--- src/rtl/seq_detect_pkg.sv ---
// Shared types, default sizes and helpers for the seq_detect_ctrl run controller.
package seq_detect_pkg;

  localparam int unsigned DEFAULT_MAX_LEN = 8;
  localparam int unsigned DEFAULT_LEN_W   = 4;
  localparam int unsigned DEFAULT_CNT_W   = 8;
  localparam int unsigned DEFAULT_TMO_W   = 16;

  typedef enum logic [1:0] {
    StIdle,
    StArm,
    StRun,
    StDone
  } state_e;

  // Length 0 behaves as 1; anything beyond the window size is cut to the window size.
  function automatic int unsigned clamp_len(input int unsigned len, input int unsigned max_len);
    if (len == 0) return 1;
    if (len > max_len) return max_len;
    return len;
  endfunction

endpackage

--- src/rtl/seq_detect_if.sv ---
// Valid/ready stream of 2-bit symbols feeding the sequence detector.
interface seq_detect_if;

  logic       data_valid;
  logic [1:0] data;
  logic       data_ready;

  modport master (output data_valid, output data, input data_ready);
  modport slave  (input data_valid, input data, output data_ready);

endinterface

--- src/rtl/seq_hist_window.sv ---
// Symbol history, fill counter and length-masked pattern compare for the incoming beat.
// SEQ_DETECT_NON_OVERLAP_EN: clear the fill count on a hit so matches cannot share symbols.
module seq_hist_window
  import seq_detect_pkg::*;
#(
  parameter int unsigned MAX_LEN = DEFAULT_MAX_LEN,
  parameter int unsigned LEN_W   = DEFAULT_LEN_W
) (
  input  logic                 clk,
  input  logic                 rst_n,
  input  logic                 shift_en,
  input  logic                 clear,
  input  logic [1:0]           sym,
  input  logic [2*MAX_LEN-1:0] pattern,
  input  logic [LEN_W-1:0]     len,
  output logic                 match
);

  localparam int unsigned FILL_W = $clog2(MAX_LEN + 1);

  logic [2*MAX_LEN-1:0] hist_q, hist_next;
  logic [FILL_W-1:0]    fill_q, fill_inc;
  logic                 window_eq;

  // Match is evaluated on the history as it will look once this beat is shifted in.
  always_comb begin
    hist_next      = hist_q << 2;
    hist_next[1:0] = sym;
    fill_inc       = (fill_q == FILL_W'(MAX_LEN)) ? fill_q : fill_q + 1'b1;
    window_eq      = 1'b1;
    for (int unsigned i = 0; i < MAX_LEN; i++) begin
      if (i < 32'(len)) begin
        if (hist_next[2*(32'(len)-1-i) +: 2] != pattern[2*i +: 2]) window_eq = 1'b0;
      end
    end
    match = shift_en && (32'(fill_inc) >= 32'(len)) && window_eq;
  end

  always_ff @(posedge clk or negedge rst_n) begin
    if (!rst_n) begin
      hist_q <= '0;
      fill_q <= '0;
    end else if (clear) begin
      hist_q <= '0;
      fill_q <= '0;
    end else if (shift_en) begin
      hist_q <= hist_next;
`ifdef SEQ_DETECT_NON_OVERLAP_EN
      fill_q <= match ? '0 : fill_inc;
`else
      fill_q <= fill_inc;
`endif
    end
  end

endmodule

--- src/rtl/seq_detect_ctrl.sv ---
// Start/stop sequenced run controller for programmable 2-bit-symbol pattern detection.
// SEQ_DETECT_NON_OVERLAP_EN selects non-overlapping matching inside seq_hist_window.
module seq_detect_ctrl
  import seq_detect_pkg::*;
#(
  parameter int unsigned MAX_LEN = DEFAULT_MAX_LEN,
  parameter int unsigned LEN_W   = DEFAULT_LEN_W,
  parameter int unsigned CNT_W   = DEFAULT_CNT_W,
  parameter int unsigned TMO_W   = DEFAULT_TMO_W
) (
  input  logic                 clk,
  input  logic                 rst_n,
  input  logic                 cfg_we,
  input  logic [2*MAX_LEN-1:0] cfg_pattern,
  input  logic [LEN_W-1:0]     cfg_len,
  input  logic [CNT_W-1:0]     cfg_hit_target,
  input  logic [TMO_W-1:0]     cfg_timeout,
  input  logic                 start,
  input  logic                 abort,
  seq_detect_if.slave          in_if,
  output logic                 busy,
  output logic                 success,
  output logic                 done,
  output logic                 timeout,
  output logic [CNT_W-1:0]     hit_cnt,
  output logic [TMO_W-1:0]     sym_cnt
);

  state_e               state_q, state_d;
  logic [2*MAX_LEN-1:0] pattern_q;
  logic [LEN_W-1:0]     len_q;
  logic [CNT_W-1:0]     target_q, hit_q, hit_d, hit_inc;
  logic [TMO_W-1:0]     tmo_lim_q, sym_q, sym_d, sym_inc;
  logic                 success_q, success_d;
  logic                 tmo_flag_q, tmo_flag_d;
  logic                 accept, shift_en, win_clear, match;

  assign in_if.data_ready = (state_q == StRun);
  assign busy             = (state_q == StArm) || (state_q == StRun);
  assign done             = (state_q == StDone);
  assign timeout          = done && tmo_flag_q;
  assign success          = success_q;
  assign hit_cnt          = hit_q;
  assign sym_cnt          = sym_q;

  assign accept   = (state_q == StRun) && in_if.data_valid;
  assign shift_en = accept && !abort;

  seq_hist_window #(
    .MAX_LEN (MAX_LEN),
    .LEN_W   (LEN_W)
  ) u_window (
    .clk      (clk),
    .rst_n    (rst_n),
    .shift_en (shift_en),
    .clear    (win_clear),
    .sym      (in_if.data),
    .pattern  (pattern_q),
    .len      (len_q),
    .match    (match)
  );

  always_comb begin
    state_d    = state_q;
    hit_d      = hit_q;
    sym_d      = sym_q;
    success_d  = 1'b0;
    tmo_flag_d = tmo_flag_q;
    win_clear  = 1'b0;
    hit_inc    = (&hit_q) ? hit_q : hit_q + 1'b1;
    sym_inc    = sym_q + 1'b1;
    unique case (state_q)
      StIdle, StDone: begin
        if (abort)      state_d = StIdle;
        else if (start) state_d = StArm;
      end
      StArm: begin
        if (abort) begin
          state_d = StIdle;
        end else begin
          state_d    = StRun;
          hit_d      = '0;
          sym_d      = '0;
          tmo_flag_d = 1'b0;
          win_clear  = 1'b1;
        end
      end
      StRun: begin
        if (abort) begin
          state_d = StIdle;
        end else if (accept) begin
          sym_d = sym_inc;
          if (match) begin
            hit_d     = hit_inc;
            success_d = 1'b1;
          end
          // A hit reaching the target takes precedence over a simultaneous timeout.
          if ((target_q != '0) && match && (hit_inc == target_q)) begin
            state_d    = StDone;
            tmo_flag_d = 1'b0;
          end else if ((tmo_lim_q != '0) && (sym_inc == tmo_lim_q)) begin
            state_d    = StDone;
            tmo_flag_d = 1'b1;
          end
        end
      end
      default: state_d = StIdle;
    endcase
  end

  always_ff @(posedge clk or negedge rst_n) begin
    if (!rst_n) begin
      state_q    <= StIdle;
      hit_q      <= '0;
      sym_q      <= '0;
      success_q  <= 1'b0;
      tmo_flag_q <= 1'b0;
    end else begin
      state_q    <= state_d;
      hit_q      <= hit_d;
      sym_q      <= sym_d;
      success_q  <= success_d;
      tmo_flag_q <= tmo_flag_d;
    end
  end

  always_ff @(posedge clk or negedge rst_n) begin
    if (!rst_n) begin
      pattern_q <= '0;
      len_q     <= LEN_W'(1);
      target_q  <= '0;
      tmo_lim_q <= '0;
    end else if (cfg_we && !busy) begin
      pattern_q <= cfg_pattern;
      len_q     <= LEN_W'(clamp_len(32'(cfg_len), MAX_LEN));
      target_q  <= cfg_hit_target;
      tmo_lim_q <= cfg_timeout;
    end
  end

endmodule

--- src/flat_wrapper.sv ---
// flat-port wrapper written by rule: the top's interface ports become plain ports
module seq_detect_ctrl_flat import seq_detect_pkg::*;
#(
  parameter int unsigned MAX_LEN = DEFAULT_MAX_LEN,
  parameter int unsigned LEN_W   = DEFAULT_LEN_W,
  parameter int unsigned CNT_W   = DEFAULT_CNT_W,
  parameter int unsigned TMO_W   = DEFAULT_TMO_W
)
  (clk, rst_n, cfg_we, cfg_pattern, cfg_len, cfg_hit_target, cfg_timeout, start, abort, busy, success, done, timeout, hit_cnt, sym_cnt, in_if_data_valid, in_if_data, in_if_data_ready);
  seq_detect_if in_if_i ();
  input  logic clk;
  input  logic rst_n;
  input  logic cfg_we;
  input  logic [2*MAX_LEN-1:0] cfg_pattern;
  input  logic [LEN_W-1:0] cfg_len;
  input  logic [CNT_W-1:0] cfg_hit_target;
  input  logic [TMO_W-1:0] cfg_timeout;
  input  logic start;
  input  logic abort;
  output logic busy;
  output logic success;
  output logic done;
  output logic timeout;
  output logic [CNT_W-1:0] hit_cnt;
  output logic [TMO_W-1:0] sym_cnt;
  input wire logic [$bits(in_if_i.data_valid)-1:0] in_if_data_valid;
  input wire logic [$bits(in_if_i.data)-1:0] in_if_data;
  output wire logic [$bits(in_if_i.data_ready)-1:0] in_if_data_ready;
  assign in_if_i.data_valid = in_if_data_valid;
  assign in_if_i.data = in_if_data;
  assign in_if_data_ready = in_if_i.data_ready;
  seq_detect_ctrl #(.MAX_LEN(MAX_LEN), .LEN_W(LEN_W), .CNT_W(CNT_W), .TMO_W(TMO_W)) u_core (.clk(clk), .rst_n(rst_n), .cfg_we(cfg_we), .cfg_pattern(cfg_pattern), .cfg_len(cfg_len), .cfg_hit_target(cfg_hit_target), .cfg_timeout(cfg_timeout), .start(start), .abort(abort), .in_if(in_if_i), .busy(busy), .success(success), .done(done), .timeout(timeout), .hit_cnt(hit_cnt), .sym_cnt(sym_cnt));
endmodule
--- config.mk ---
export PLATFORM = sky130hd
export DESIGN_NAME = seq_detect_ctrl_flat
export DESIGN_NICKNAME = d
export VERILOG_FILES = /design/src/rtl/seq_detect_pkg.sv /design/src/rtl/seq_detect_if.sv /design/src/rtl/seq_hist_window.sv /design/src/rtl/seq_detect_ctrl.sv /design/src/flat_wrapper.sv
export SDC_FILE = /design/constraint.sdc
export NUM_CORES = 1
export LEC_CHECK = 0
export CAP_MARGIN = 20
export CELL_PAD_IN_SITES_DETAIL_PLACEMENT = 0
export CELL_PAD_IN_SITES_GLOBAL_PLACEMENT = 1
export CORE_MARGIN = 5
export CORE_UTILIZATION = 48
export CTS_CLUSTER_DIAMETER = 120
export DETAILED_ROUTE_END_ITERATION = 8
export PLACE_DENSITY_LB_ADDON = 0.1
export SLEW_MARGIN = 20
export SYNTH_ARGS = -nofsm -noshare
export SYNTH_HDL_FRONTEND = slang
export SYNTH_HIERARCHICAL = 1
export SYNTH_SLANG_ARGS = --single-unit
--- constraint.sdc ---
create_clock -name clk -period 13.4 [get_ports clk]
set_clock_uncertainty 0.2 [all_clocks]
set_input_delay 4.02 -clock clk [delete_from_list [all_inputs] [get_ports clk]]
set_output_delay 4.02 -clock clk [all_outputs]
set_load 0.05 [all_outputs]
# After elaboration in Yosys (flattened, before gate mapping)
# Index checks and enable logic that the tools add are counted.
# op_classes
add_sub_neg,11
magnitude_cmp,10
eq_ne,22
shift,8
muxes,60
reduce_logical,24
# op_table
op,n
variable part select 16 x 33 -> 2 bit,8
subtractor 31 x 3 -> 31 bit (second input constant),3
subtractor 31 x 2 -> 31 bit (second input constant),2
2-to-1 mux 16 bit,3
2-to-1 mux 8 bit,5
2-to-1 mux 1 bit,33
case mux 16 bit (2 select lines),1
subtractor 31 x 1 -> 31 bit (second input constant),1
2-to-1 mux 14 bit,2
2-to-1 mux 4 bit,6
adder 16 x 1 -> 16 bit (second input constant),1
equality test 16 bit,1
< comparator 3 x 4 -> 1 bit (first input constant),4
!= test 2 bit,8
case mux 8 bit (2 select lines),1
nonzero test 16 bit,1
2-to-1 mux 2 bit,7
AND reduction 5 bit,2
logical AND 1 bit,9
adder 8 x 1 -> 8 bit (second input constant),1
equality test 8 bit,1
< comparator 1 x 4 -> 1 bit (first input constant),2
< comparator 2 x 4 -> 1 bit (first input constant),2
AND reduction 8 bit,1
other kinds (25),30
# totals
register_bits,90
input_bits,52
output_inout_bits,29
wordCells,146

# Depth between registers and ports, before layout
# logic_depth
word_depth,26
mapped_depth,24
mapped_depth_nobuf,20

# Cells and area by module
# Netlist, hierarchy kept.
# modules_own_cells
mod,n_inst,cells_each,area_each_um2,seq_area_each_um2
seq_detect_ctrl,1,414,4040.1,1803.0
seq_hist_window,1,266,2551.2,450.4

# Least setup slack after synthesis
# Ideal clock, no wire load.
# synth_timing
kind,input port to flip-flop
startpoint,input port in_if_data[1]
endpoint,register u_core.state_q[0]
arrival_ns,7.385
slack_ns,5.748
cell_stages,14
cell_sequence,mux2i_1 mux4_2 nor2_1 xor2_1 or4_4 a32oi_1 a31oi_1 nor4_1 o311ai_0 a2111oi_0 nand4_1 o41ai_1 o21a_1 o221a_1
# synth_via
elab_chain_cells,25
word_cells_on_any_way,41
cone_classes,9 x eq/ne; 8 x shift; 20 x mux; 4 x reduce/logical
# synth_rtl
element,line,rtl
from (decl),flat_wrapper.sv:27,input wire logic [$bits(in_if_i.data)-1:0] in_if_data;
variable part select 16 x 33 -> 2 bit,seq_hist_window.sv:33,if (hist_next[2*(32'(len)-1-i) +: 2] != pattern[2*i +: 2]) window_eq = 1'b0;
!= test 2 bit,seq_hist_window.sv:33,
2-to-1 mux 1 bit,seq_hist_window.sv:33,
2-to-1 mux 1 bit,seq_hist_window.sv:32,if (i < 32'(len)) begin
2-to-1 mux 1 bit,seq_hist_window.sv:33,
2-to-1 mux 1 bit,seq_hist_window.sv:32,
2-to-1 mux 1 bit,seq_hist_window.sv:33,
2-to-1 mux 1 bit,seq_hist_window.sv:32,
[... 9 more ...],--,
2-to-1 mux 1 bit *,seq_hist_window.sv:32,
logical AND 1 bit *,seq_hist_window.sv:36,match = shift_en && (32'(fill_inc) >= 32'(len)) && window_eq;
named net u_core.match,seq_detect_ctrl.sv:36,"logic accept, shift_en, win_clear, match;"
logical AND 1 bit * (2 in series),seq_detect_ctrl.sv:98,if ((target_q != '0) && match && (hit_inc == target_q)) begin
2-to-1 mux 2 bit,seq_detect_ctrl.sv:98,
2-to-1 mux 2 bit,seq_detect_ctrl.sv:91,end else if (accept) begin
2-to-1 mux 2 bit,seq_detect_ctrl.sv:89,if (abort) begin
case mux 2 bit (3 select lines),seq_detect_ctrl.sv:72,unique case (state_q)
to (signal assigned),seq_detect_ctrl.sv:113,state_q <= StIdle;
to (signal assigned),seq_detect_ctrl.sv:119,state_q <= state_d;
to (decl),seq_detect_ctrl.sv:29,"state_e state_q, state_d;"
# The timed path passes the listed nets; every way through them passes the cells marked *. The select of a mux whose other input is x is not followed.
# A chain may end at the register's enable or synchronous reset.

# Final worst setup path
# Same ends and word-level chain as after synthesis.

==> key figures <==
Route
  – Detailed-route DRC error count: 0
  – Detailed Routing Iterations Pass 1: 5
  – Vias: 5590
  – Initial DRC count: 485
  – Remaining antenna violation count: 0
  – Vias/cell: between 6 and 7
  – Routed wire per std cell: roughly 19 um
  – Final WL: 17200 um

Synthesis
  – Synth warn: 6
  – Syn_area_per_cell: between 9 and 10 um^2
  – Synth unique cells: 75
  – Syn Inst Count: 680
  – Flops & latches, synth: 90
  – Post-synth EDFFs: 0
  – Seq/Total Area, Yosys: 0.342
  – Synth Cell Area: 0.00659 mm^2
  – Fraction of registers with async set/reset: 1.00
  – Most used DFF post-synth: dfrtp_1
  – Syn_nets: 756

Timing
  – Final Cycle Share: 0.646
  – Fmax: 115 MHz
  – Slew margin rel.: 0.407
  – Actual slew at the worst max-slew pin: between 0.8 and 0.9 ns
  – RSZ-0062 raised after global routing: false
  – Setup-failing EPs final: 0
  – Tmin final: 8.66 ns
  – Final Hold Vio Count: 0
  – Setup TNS Final: 0 ns
  – Max Slew Vio Count: 0

Critical path
  – Cell-by-cell trace of the critical path: clkdlybuf4s50_1, mux2i_1, mux4_2, nor2_1, xor2_1, or4_4, a32oi_1, a31oi_1, nor4_1, o311ai_0, a2111oi_0, nand4_1, o41ai_1, o21a_1, o221a_1
  – Critical path class: input pin to register
  – Max stage delay on crit path: ~0.7 ns
  – CP arrival: 8.74 ns
  – Crit. Startpoint: in_if_data[1]
  – Reg-to-reg slack, setup: 6.38 ns
  – Crit Path Max Fanout: 4
  – Reg2reg end: u_core/state_q[0]
  – Startpoint types: input pin
  – End of the critical path: u_core/state_q[0]
  – Slowest CP cell: o41ai_1
  – R2R depth: 19
  – Worst setup EP type: register
  – Reg2reg start: u_core/len_q[0]
  – Critical Path RT: 13.49 ns

CTS
  – Post-CTS sizing: 0
  – Post-CTS setup buffer count: 0
  – Clock Latency Late Sink: around 0.35 ns
  – TritonCTS clock tree: done
  – Hold buffers post-CTS: 0
  – Clock slew at reported path FFs: 0.06 ns
  – Max H-tree Level: 3
  – TritonCTS Buffers: 9
  – Clock Tree Root: clkbuf_16
  – Max Root-Sink Buffers: 2
  – Sink Count: 90

Global route
  – Largest net degree at the start of global routing: 49
  – Vias in the first global route: 5603
  – Grt total ovfl: 0
  – Initial antenna violation count: 0
  – Overall Global Routing Usage: 0.219
  – First-pass GRT wire length: between 20000 and 30000 um

Outcome
  – Status: completed

Die
  – Starting density of the core: 0.494
  – Die outline height: 127 um
  – Row count: 42
  – Core area: 0.0133 mm^2
  – # IOs: 81
  – Die ar.: 0.0162 mm^2
  – Die X: 127 um

Power
  – Pleak: 3.06 nW
  – Worst vdd rail ir drop: 0.122 mV
  – PwrDens: slightly above 200 mW/mm^2
  – Total power: approximately 1.6 mW

Worst hold path
  – Hold crit path type: register to register

Layout
  – Filler instances: ~1200
  – Inserted Diodes: 0
  – Area Growth Syn to Fin: 18.2%
  – Nets@finish: 815
  – Fraction of layout cells with a size suffix above 1: 0.138

Place
  – Buffers on Ports: 80
  – Routability cong.: 0.911
  – DP HPWL: 12400 um

Job
  – Max_cap viols: 0
[final cells by class]
cell class / instances / area, um^2 / area share
well taps: 176 / 220 / 0.0283
clock buffers: 12 / 267 / 0.0342
multi-input cells: 532 / 4090 / 0.525
inverters: 21 / 78.8 / 0.0101
repair buffers: 85 / 836 / 0.107
flip-flops and latches: 90 / 2250 / 0.289
clock inverters: 4 / 48.8 / 0.00626
[worst min path at each step]
stage	startpoint	end	depth (start not counted)
2_1_floorplan	u_core/tmo_flag_q	u_core/tmo_flag_q	2
3_3_place_gp	u_core/tmo_flag_q	u_core/tmo_flag_q	2
3_5_place_dp	u_core/tmo_flag_q	u_core/tmo_flag_q	2
4_1_cts	u_core/tmo_flag_q	u_core/tmo_flag_q	2
5_1_grt	u_core/sym_cnt[15]	u_core/sym_cnt[15]	1
6_report	u_core/sym_cnt[15]	u_core/sym_cnt[15]	1
[Yosys cell counts (3+ instances only)]
| cell | n | area share |
|---|---|---|
| nor4b_1 | 3 | 0.0040 |
| nand2_1 | 54 | 0.031 |
| xor2_1 | 21 | 0.028 |
| inv_1 | 18 | 0.010 |
| and3_1 | 4 | 0.0038 |
| nor3_1 | 11 | 0.0084 |
| nand2b_1 | 10 | 0.0095 |
| o21a_1 | 3 | 0.0034 |
| and2_1 | 7 | 0.0066 |
| a211oi_1 | 3 | 0.0034 |
| mux4_2 | 18 | 0.062 |
| a32oi_1 | 4 | 0.0053 |
| ha_1 | 24 | 0.046 |
| o31ai_1 | 9 | 0.010 |
| nor4_1 | 13 | 0.012 |
| nand4b_1 | 4 | 0.0053 |
| nand3b_1 | 3 | 0.0034 |
| or3_1 | 5 | 0.0047 |
| o21ai_0 | 36 | 0.027 |
| dfrtp_1 | 89 | 0.34 |
| a21oi_1 | 18 | 0.014 |
| o311ai_0 | 3 | 0.0040 |
| xnor2_1 | 26 | 0.035 |
| nand4_1 | 12 | 0.011 |
| nor2_1 | 59 | 0.034 |
| a211o_1 | 3 | 0.0040 |
| or4_1 | 4 | 0.0046 |
| a31oi_1 | 12 | 0.011 |
| nor2b_1 | 8 | 0.0076 |
| mux2_2 | 44 | 0.075 |
| o211ai_1 | 3 | 0.0034 |
| buf_1 | 3 | 0.0017 |
| nand3_1 | 19 | 0.014 |
| buf_2 | 9 | 0.0068 |
| or2_2 | 6 | 0.0057 |
| nor3b_1 | 4 | 0.0046 |
| a22o_1 | 4 | 0.0053 |
| buf_4 | 5 | 0.0057 |
| mux2i_1 | 34 | 0.052 |
| clkbuf_1 | 18 | 0.010 |
[placed cells by master (no fill, tap or decap), drive strengths merged, types with 5 or more instances in the layout]
cell / instances
nor3: 11
xnor2: 26
nand3: 21
or3: 5
mux2: 44
o31ai: 9
and2: 7
nor2: 59
nor4: 14
nor3b: 5
nand2: 54
nor2b: 8
a21oi: 18
a31oi: 12
clkdlybuf4s50: 79
ha: 24
nand4: 12
dfrtp: 89
buf: 6
a32oi: 5
o21ai: 38
xor2: 21
inv: 20
or2: 6
or4: 5
nand2b: 10
mux4: 18
clkbuf: 12
mux2i: 34
[cells by family (layout without fill, tap and decap cells)]
logic type | count (synthesis) | in the layout | share of synthesized area
AND/OR/NAND/NOR | 236 | 236 | 0.187
multiplexers | 96 | 96 | 0.188
adder cells (fa/ha/maj) | 24 | 24 | 0.0456
AO/OA/AOI/OAI | 128 | 128 | 0.133
flip-flops | 90 | 90 | 0.342
XOR/XNOR | 48 | 48 | 0.0659
buffers and inverters | 58 | 122 | 0.0389
[worst max-delay path: cells and delay by family]
kind / cells / cell delay (ns)
AO/OA/AOI/OAI: 7 / 2.14
AND/OR/NAND/NOR: 4 / 1.34
multiplexers: 2 / 0.64
buffers and inverters: 1 / 0.51
XOR/XNOR: 1 / 0.09
[where the power goes]
| group | internal [mW] | switching (mW) |
|---|---|---|
| logic | 0.405 | 0.461 |
| registers | 0.350 | 0.128 |
| clock network | 0.160 | 0.108 |
[routing by layer]
| layer | vias to the layer above | share of wire | GRT usage | wire length, um |
|---|---|---|---|---|
| li1 | 2636 | - | - | - |
| met4 | 0 | 0.0096 | 0.0492 | 165 |
| met3 | 17 | 0.064 | 0.0572 | 1100 |
| met5 | - | 0 | 0 | 0 |
| met1 | 2752 | 0.46 | 0.302 | 7940 |
| met2 | 185 | 0.46 | 0.350 | 7960 |
[stage by stage]
step           instance area, um^2  utilization  instances  hold slack [ns]  worst slack (ns)
3_3_place_gp                  7470        0.560        904            0.324              4.70
6_report                      7790        0.584        920            0.344              4.74
3_5_place_dp                  7470        0.560        904            0.326              4.45
4_1_cts                       7790        0.583        920            0.345              4.80
5_1_grt                       7790        0.584        920            0.374              4.40
2_1_floorplan                 6590            -        680            0.284              5.75
[flip-flops by register name, indices dropped and copies added, names as in the netlist]
name and count:
u_core/tmo_flag_q 1, u_core/len_q 4, u_core/target_q 8, u_core/u_window/hist_q 14, u_core/u_window/fill_q 4, u_core/tmo_lim_q 16, u_core/sym_cnt 16, u_core/pattern_q 16
u_core/success 1, u_core/state_q 2, u_core/hit_cnt 8
Note: power is estimated with default switching activity, not from simulation.
